[config.mk]
export PLATFORM = sky130hd
export DESIGN_NAME = conv_line_output_buffer
export DESIGN_NICKNAME = d
export VERILOG_FILES = /design/src/rtl/conv_pkg.sv /design/src/rtl/sync_fifo_fwft.sv /design/src/rtl/conv_line_output_buffer.sv
export SDC_FILE = /design/constraint.sdc
export NUM_CORES = 1
export LEC_CHECK = 0
export ABC_AREA = 0
export CORE_UTILIZATION = 57
export DETAILED_ROUTE_END_ITERATION = 8
export GPL_TIMING_DRIVEN = 0
export PLACE_DENSITY = 0.78
export SYNTH_ARGS = -nofsm -noshare
export SYNTH_HDL_FRONTEND = slang
export SYNTH_SLANG_ARGS = --single-unit
[constraint.sdc]
create_clock -name i_clk -period 3.6 [get_ports i_clk]
set_clock_uncertainty 0.15 [all_clocks]
set_input_delay 0.54 -clock i_clk [delete_from_list [all_inputs] [get_ports i_clk]]
set_output_delay 0.54 -clock i_clk [all_outputs]
set_load 0.005 [all_outputs]
[src/rtl/conv_pkg.sv]
// Shared constants and helpers for the
// convolution datapath.
package conv_pkg;

   localparam int ACT_W = 8;

   function automatic int clog2(input int n);
      int r;
      r = 0;
      while ((1 << r) < n) r++;
      return r;
   endfunction

   function automatic int RND(input int s);
      return 1 << (s - 1);
   endfunction

   function automatic int max_act(input int w);
      return (1 << (w - 1)) - 1;
   endfunction

   function automatic int min_act(input int w);
      return -(1 << (w - 1));
   endfunction

   localparam int MAX_ACT = max_act(ACT_W);
   localparam int MIN_ACT = min_act(ACT_W);

endpackage

[src/rtl/sync_fifo_fwft.sv]
// First-word-fall-through synchronous FIFO;
// a push at full is taken only alongside a pop.
module sync_fifo_fwft
   import conv_pkg::*;
#(
   parameter int W     = 8,
   parameter int DEPTH = 8
) (
   input  logic                  i_clk,
   input  logic                  i_rst,
   input  logic                  push,
   input  logic [W-1:0]          din,
   input  logic                  pop,
   output logic [W-1:0]          dout,
   output logic [clog2(DEPTH):0] count,
   output logic                  full,
   output logic                  empty
);

   localparam int AW = clog2(DEPTH);

   logic [W-1:0]  r_mem [DEPTH];
   logic [AW-1:0] r_wr;
   logic [AW-1:0] r_rd;
   logic [AW:0]   r_cnt;
   logic          w_we;
   logic          w_re;

   assign empty = (r_cnt == '0);
   assign full  = (r_cnt == (AW+1)'(DEPTH));
   assign w_re  = pop && !empty;
   assign w_we  = push && (!full || w_re);
   assign count = r_cnt;

   // Zero when empty so stale memory never shows.
   assign dout = empty ? '0 : r_mem[r_rd];

   always_ff @(posedge i_clk) begin
      if (i_rst) begin
         r_wr  <= '0;
         r_rd  <= '0;
         r_cnt <= '0;
      end else begin
         if (w_we) r_wr <= r_wr + AW'(1);
         if (w_re) r_rd <= r_rd + AW'(1);
         case ({w_we, w_re})
            2'b10:   r_cnt <= r_cnt + (AW+1)'(1);
            2'b01:   r_cnt <= r_cnt - (AW+1)'(1);
            default: r_cnt <= r_cnt;
         endcase
      end
   end

   always_ff @(posedge i_clk) begin
      if (w_we) r_mem[r_wr] <= din;
   end

endmodule

[src/rtl/conv_line_output_buffer.sv]
// Realigns the line psum with delayed valid, then
// ReLU, round, saturate and buffer for the next layer.
module conv_line_output_buffer
   import conv_pkg::*;
#(
   parameter int I_PSUM = 16,
   parameter int O_DATA = 8,
   parameter int SHIFT  = 4,
   parameter int LAT    = 5,
   parameter int DEPTH  = 8,
   parameter int RELU   = 1
) (
   input  logic                     i_clk,
   input  logic                     i_rst,
   input  logic                     i_valid,
   input  logic signed [I_PSUM-1:0] i_psum,
   input  logic                     i_ready,
   output logic                     o_valid,
   output logic signed [O_DATA-1:0] o_data,
   output logic [clog2(DEPTH):0]    o_count,
   output logic                     o_full,
   output logic                     o_overflow
);

   localparam int PW = I_PSUM + 1;
   localparam logic signed [PW-1:0] C_RND = PW'(RND(SHIFT));
   localparam logic signed [PW-1:0] C_MAX = PW'(max_act(O_DATA));
   localparam logic signed [PW-1:0] C_MIN = PW'(min_act(O_DATA));

   logic [LAT-1:0]           r_vdly;
   logic                     w_aval;
   logic signed [PW-1:0]     w_v;
   logic signed [PW-1:0]     w_sum;
   logic signed [PW-1:0]     w_r;
   logic signed [O_DATA-1:0] w_sat;
   logic signed [O_DATA-1:0] r_q_data;
   logic                     r_q_vld;
   logic                     r_ovf;
   logic                     w_pop;
   logic                     w_full;
   logic                     w_empty;
   logic [O_DATA-1:0]        w_dout;

   generate
      if (LAT == 1) begin : g_lat1
         always_ff @(posedge i_clk) begin
            if (i_rst) r_vdly <= '0;
            else       r_vdly <= i_valid;
         end
      end else begin : g_latn
         always_ff @(posedge i_clk) begin
            if (i_rst) r_vdly <= '0;
            else       r_vdly <= {r_vdly[LAT-2:0], i_valid};
         end
      end
   endgenerate

   assign w_aval = r_vdly[LAT-1];

   // One guard bit keeps the rounding add exact.
   always_comb begin
      w_v = {i_psum[I_PSUM-1], i_psum};
      if (RELU != 0 && i_psum[I_PSUM-1]) w_v = '0;
      w_sum = w_v + C_RND;
      w_r   = w_sum >>> SHIFT;
      if (w_r > C_MAX)      w_sat = C_MAX[O_DATA-1:0];
      else if (w_r < C_MIN) w_sat = C_MIN[O_DATA-1:0];
      else                  w_sat = w_r[O_DATA-1:0];
   end

   always_ff @(posedge i_clk) begin
      if (i_rst) begin
         r_q_vld  <= 1'b0;
         r_q_data <= '0;
      end else begin
         r_q_vld <= w_aval;
         if (w_aval) r_q_data <= w_sat;
      end
   end

   assign o_valid = !w_empty;
   assign w_pop   = o_valid && i_ready;

   always_ff @(posedge i_clk) begin
      if (i_rst)
         r_ovf <= 1'b0;
      else if (r_q_vld && w_full && !w_pop)
         r_ovf <= 1'b1;
   end

   sync_fifo_fwft #(
      .W     (O_DATA),
      .DEPTH (DEPTH)
   ) u_fifo (
      .i_clk (i_clk),
      .i_rst (i_rst),
      .push  (r_q_vld),
      .din   (r_q_data),
      .pop   (w_pop),
      .dout  (w_dout),
      .count (o_count),
      .full  (w_full),
      .empty (w_empty)
   );

   assign o_data     = w_dout;
   assign o_full     = w_full;
   assign o_overflow = r_ovf;

endmodule

Yosys cells after proc, flatten, opt, wreduce, memory -nomap -nowiden
Memories as Yosys holds them, arrays and structs flattened. A register that Yosys moved wholly into a read port is not among the register bits.
Cells that the tools add are included.
Widths: inputs -> output; s select.
{"block": "totals", "regBits": 25, "wordCells": 38, "ramBits": 64, "memories": 1}
{"block": "classes", "muxes": 9, "n_addsub": 5, "order_cmp": 2, "n_reduce_logical": 11, "eq_ne": 3}
{"memory": "u_fifo.r_mem", "depth": 8, "word_bits": 8, "rd": 1, "rd_clocked_by_memory_dff": 1, "wr": 1, "line": "sync_fifo_fwft.sv:22", "source": "logic [W-1:0] r_mem [DEPTH];"}
{"cell": "$mux 8", "n": 3}
{"cell": "$add 15x4->16 const B", "n": 1}
{"cell": "$mux 15", "n": 1}
{"cell": "$lt 13x8->1 const B", "n": 1}
{"cell": "$gt 12x7->1 const B", "n": 1}
{"cell": "$pmux 4 s2", "n": 1}
{"cell": "$add 3x1->3 const B", "n": 2}
{"cell": "$mux 3", "n": 2}
{"cell": "$logic_and 1x1->1", "n": 5}
{"cell": "$add 4x1->4 const B", "n": 1}
{"cell": "$eq 4x4->1 const B", "n": 1}
{"cell": "$logic_not 4->1", "n": 1}
{"cell": "$sub 4x1->4 const B", "n": 1}
{"cell": "$logic_not 1->1", "n": 3}
{"cell": "$eq 2x1->1 const B", "n": 1}
{"cell": "$eq 2x2->1 const B", "n": 1}
{"cell": "$mux 1", "n": 2}
{"cell": "$reduce_bool 2->1", "n": 1}
{"cell": "$logic_or 1x1->1", "n": 1}

Depth between registers and ports, before layout
{"block": "depth", "word_depth": 8, "ltp_mapped": 11, "depth_no_buf": 10}

By module
Synthesis repeated with hierarchy kept, for this count alone.
{"block": "unflattened", "cells_unflattened": 262, "area_unflattened_um2": 3882.5}
{"mod": "sync_fifo_fwft", "area_each_um2": 3160.5, "cells_each": 184, "n_inst": 1, "seq_area_each_um2": 2182.1}
{"mod": "conv_line_output_buffer", "area_each_um2": 721.9, "cells_each": 78, "n_inst": 1, "seq_area_each_um2": 300.3}

Worst setup path before layout
Ideal clock, no wire load.
{"block": "synth_timing", "path_kind": "reg2reg", "startpoint": "register u_fifo.r_cnt[3] (netlist: u_fifo.count[3])", "endpoint": "register u_fifo.r_cnt[3] (netlist: u_fifo.count[3])", "path_buffers": 1, "arrival_ns": 2.525, "setup_time_ns": 0.121, "slack_ns": 0.804, "path_stages_with_launch": 11, "cell_sequence": "dfxtp_1 -> nor4_4 -> inv_2 -> and2_4 -> buf_6 -> ha_1 -> ha_1 -> a21o_1 -> a21oi_1 -> mux2i_1 -> mux2_2"}
{"block": "synth_between", "elab_chain_cells": 8}
{"item": "start, declared", "line": "sync_fifo_fwft.sv:25", "source": "logic [AW:0] r_cnt;"}
{"item": "start signal, assigned", "line": "sync_fifo_fwft.sv:47", "source": "2'b10: r_cnt <= r_cnt + (AW+1)'(1);"}
{"item": "start signal, assigned", "line": "sync_fifo_fwft.sv:48", "source": "2'b01: r_cnt <= r_cnt - (AW+1)'(1);"}
{"item": "start signal, assigned", "line": "sync_fifo_fwft.sv:49", "source": "default: r_cnt <= r_cnt;"}
{"item": "$logic_not 4->1 *", "line": "sync_fifo_fwft.sv:29", "source": "assign empty = (r_cnt == '0);"}
{"item": "$logic_not 1->1 *", "line": "conv_line_output_buffer.sv:81", "source": "assign o_valid = !w_empty;"}
{"item": "via o_valid", "line": "conv_line_output_buffer.sv:18", "source": "output logic o_valid,"}
{"item": "$logic_and 1x1->1", "line": "conv_line_output_buffer.sv:82", "source": "assign w_pop = o_valid && i_ready;"}
{"item": "$logic_and 1x1->1 *", "line": "sync_fifo_fwft.sv:31", "source": "assign w_re = pop && !empty;"}
{"item": "via u_fifo.w_re", "line": "sync_fifo_fwft.sv:27", "source": "logic w_re;"}
{"item": "$logic_or 1x1->1", "line": "sync_fifo_fwft.sv:32", "source": "assign w_we = push && (!full || w_re);"}
{"item": "$logic_and 1x1->1", "line": "sync_fifo_fwft.sv:32"}
{"item": "$eq 2x1->1 / $eq 2x2->1 (equally long branches)", "line": "sync_fifo_fwft.sv:46", "source": "case ({w_we, w_re})"}
{"item": "$pmux 4 s2 / $reduce_bool 2->1 (equally long branches)"}
Mark *: on every way through the listed nets, which the timed path passes. The rest lies on a longest branch.
A chain may end at the register's enable or synchronous reset.

Final worst setup path
{"block": "layout_timing", "startpoint": "register u_fifo.r_cnt[3] (netlist: u_fifo.count[3])", "endpoint": "register u_fifo.r_cnt[3] (netlist: u_fifo.count[3])"}
{"block": "layout_between", "elab_chain_cells": 8}
{"item": "$logic_not 4->1 *", "line": "sync_fifo_fwft.sv:29"}
{"item": "$logic_not 1->1 *", "line": "sync_fifo_fwft.sv:31, conv_line_output_buffer.sv:81"}
{"item": "$logic_and 1x1->1", "line": "conv_line_output_buffer.sv:82"}
{"item": "$logic_and 1x1->1 *", "line": "sync_fifo_fwft.sv:31"}
{"item": "via u_fifo.w_re", "line": "sync_fifo_fwft.sv:27"}
{"item": "$logic_or 1x1->1", "line": "sync_fifo_fwft.sv:32"}
{"item": "$logic_and 1x1->1", "line": "sync_fifo_fwft.sv:32"}
{"item": "$eq 2x1->1 / $eq 2x2->1 (equally long branches)", "line": "sync_fifo_fwft.sv:46"}
{"item": "$pmux 4 s2 / $reduce_bool 2->1 (equally long branches)"}
Marked as above.

==> flow_metrics.tcl <==
set metrics [dict create \
    grt_setup_unrepaired "false" \
    crit_slowest_cell "nor4_4" \
    crit_fanout 9 \
    ys_async_sr_fraction 0 \
    maxCapViolCount 0 \
    ys.flop_type "edfxtp_1" \
    synth.top_cell.area_share 0.507 \
    drc_errors 0 \
    num-nets-final 320 \
    cts_resized 0 \
    holdBufCountCts 0 \
    yosysWarnings 0 \
    worst_hold_slack_ns 0.296 \
    tightest_slew_ns 1.20 \
    die_area_mm2 0.00698 \
    syn_inst 253 \
    antenna_found_initial 0 \
    holdPathStages 1 \
    rr_startpoint "u_fifo.count[3]" \
    ys_seq_elements 92 \
    switchingPower_mw 0.376 \
    syn_to_final_growth_pct 15.4 \
    post-cts-setup-buffers 0 \
    min-delay-start "r_vdly[2]" \
    grt_pass1_vias 2160 \
    synth_edf_count 64 \
    die_x_um 83.6 \
    power_frac_seq 0.610 \
    first_pass_iters 4 \
    path_clk_slew_ns 0.08 \
    syn-cell-area_mm2 0.00379 \
    io_buffers 29 \
    final_cell_area_mm2 0.00437 \
    wl_mm 6.28 \
    synth_area_leaders "edfxtp_1 (51%), dfxtp_1 (15%), mux4_2 (9.5%)" \
    diodes 0 \
    cp_data_arrival_time_ns 3.23 \
    clock_latency_ns 0.34 \
    grt_usage 0.202 \
    detailedRoute.firstIterationViolations 116 \
    use_met2 0.343 \
    layout-drive-gt1-share 0.144 \
    maxSlewViolCount 0 \
    post_dp_cell_area_mm2 0.00418 \
    met1_usage 0.261 \
    critical_path.cell_chain "nor4_4 > inv_2 > and2_4 > buf_6 > ha_1 > ha_1 > a21o_1 > a21oi_1 > mux2i_1 > mux2_2" \
    seq_area_frac_synth 0.655 \
    initial_core_util 0.594 \
    swShare 0.204 \
    vias_per_cell 5.62 \
    synth_largest_area_cell "edfxtp_1" \
    clockBufferDepth 2 \
    rows 29 \
    p_clk_frac 0.358 \
    cts_tree "yes" \
    grt-ovfl-total 0 \
    min_to "r_vdly[3]" \
    dpl.cell_count 359 \
    busiest_layer "met2" \
    reg2reg_slack_ns 0.46 \
    htreeDepth 3 \
    syn_nets 280 \
    p_per_area_mw_per_mm2 421 \
    crit_top_cell "ha_1" \
    die_height_um 83.6 \
    r2r-end "u_fifo.count[3]" \
    route.antenna.remaining_nets 0 \
    p_leak_nw 1.46 \
    startpoint_type "flip-flop" \
    synthDistinctLibCells 40 \
    fin_total_pwr_mw 1.84 \
    cts.sinks 92 \
    stdcell_count 375 \
    crit_type "reg2reg" \
    numCtsBuffers 9 \
    fin_setup_tns_ns 0 \
    ir_worst_vdd_mv 0.236 \
    place_ws_ns 0.449 \
    outcome "finished, final reports clean" \
    max_freq_ghz 0.318 \
    io_pins 35 \
    slowest_delay_ns 0.68 \
    grt_pass1_wl_mm 10.7 \
    vias 2108 \
    cts.root.buffer_cell "clkbuf_8" \
    setup_viol 0 \
    grt_max_degree 16 \
    power.internal_mw 1.47 \
    synth_area_per_cell_um2 15.0 \
    critPathRequiredTime_ns 3.69 \
    utilization 0.685 \
    final_hold_viol_count 0 \
    dp_hpwl_mm 4.43 \
    maxSlewHeadroom 0.191 \
    core_area_mm2 0.00639 \
    endpoint_kind "flip-flop" \
    fin_ws_ns 0.456 \
    reg2regPathDepth 10 \
    combPwrFrac 0.032 \
    met3_usage 0.0297 \
    hold_class "reg2reg" \
    wl_per_cell_um 16.8 \
    gp_congestion 0.718 \
    fin_crit_sh 0.873 \
    min_period_ns 3.14 \
]
[worst max-delay path by stage]
stage                     from                 end  slack, ns  cells past startpoint
2_1_floorplan  u_fifo.count[3]     u_fifo.count[3]       0.80                     10
3_3_place_gp   u_fifo.count[3]     u_fifo.count[3]       0.50                     10
3_5_place_dp           i_ready  u_fifo.r_mem[0][5]       0.45                      4
4_1_cts        u_fifo.count[3]     u_fifo.count[3]       0.43                     10
5_1_grt        u_fifo.count[3]     u_fifo.count[3]       0.31                     10
6_report       u_fifo.count[3]     u_fifo.count[3]       0.46                     10
[per-layer routing]
metal | routed length (um) | share of wire | vias to the layer above
met4 | 70 | 0.011 | 0
met1 | 2830 | 0.45 | 1032
met5 | 0 | 0 | -
li1 | - | - | 1027
met2 | 3200 | 0.51 | 40
met3 | 183 | 0.029 | 9
[state kept, by name, summed over array words and instances (netlist names), named ones only]
signal	count
r_vdly	5
o_overflow	1
u_fifo.r_mem	64
u_fifo.r_rd	3
u_fifo.r_wr	3
r_q_vld	1
r_q_data	8
u_fifo.count	4
[logic make-up after synthesis]
group / after synthesis / share of synthesized area
fa+ha+maj: 7 / 0.0251
flops: 92 / 0.655
simple gates: 75 / 0.103
xor+xnor: 9 / 0.0228
mux: 29 / 0.130
buf+inv: 20 / 0.0234
compound gates: 21 / 0.0416
[Yosys cell counts (2+ instances only)]
master / count
a311oi_1: 7
dfxtp_1: 28
nand4_1: 2
mux2i_1: 12
mux4_2: 16
inv_1: 6
buf_2: 2
nand2b_1: 4
nor2_1: 38
nor3_1: 3
buf_1: 3
nor3b_1: 2
ha_1: 6
a21oi_1: 6
edfxtp_1: 64
nand2_1: 3
a21o_1: 2
nand3_1: 5
xnor2_1: 4
xor2_1: 4
o211ai_1: 2
clkbuf_1: 6
nor2b_1: 11
[layout make-up]
class	count	area [um2]
plain buffers	13	62.6
fillers	455	2010
multi-input cells	141	1220
well taps	77	96.3
repair buffers	29	290
flip-flops and latches	92	2480
clock buffers	12	166
inverters	7	26.3
clock inverters	4	30.0
[critical path: cells and delay by family, from the launching register on]
family | cells | cell delay (ns)
adders and majority gates | 2 | 0.53
buffers and inverters | 2 | 0.21
DFF | 1 | 0.37
muxes | 2 | 0.55
and+or+nand+nor | 2 | 0.87
AOI/OAI and AO/OA | 2 | 0.34
[placed cells by master, fill, tap and decap left out, drive strengths merged, types with 5 or more instances in the layout]
master         netlist  final
nand3                5      5
dfxtp               28     28
clkbuf               6     18
nor2b               11     11
edfxtp              64     64
mux4                16     16
buf                  7      7
a311oi               7      7
nor2                38     38
mux2i               12     12
a21oi                6      6
inv                  7      8
ha                   6      6
xnor2                5      5
clkdlybuf4s50        0     29
[power by group through the flow]
stage / Combinational [mW] / Sequential (mW) / Clock [mW]
floorplan: 0.0307 / 1.15 / 0
global placement: 0.0582 / 1.15 / 0
detailed placement: 0.0594 / 1.15 / 0
CTS: 0.0596 / 1.13 / 0.674
global route: 0.0660 / 1.13 / 0.710
finish: 0.0589 / 1.13 / 0.660
Power figures use the tool's default switching activity.
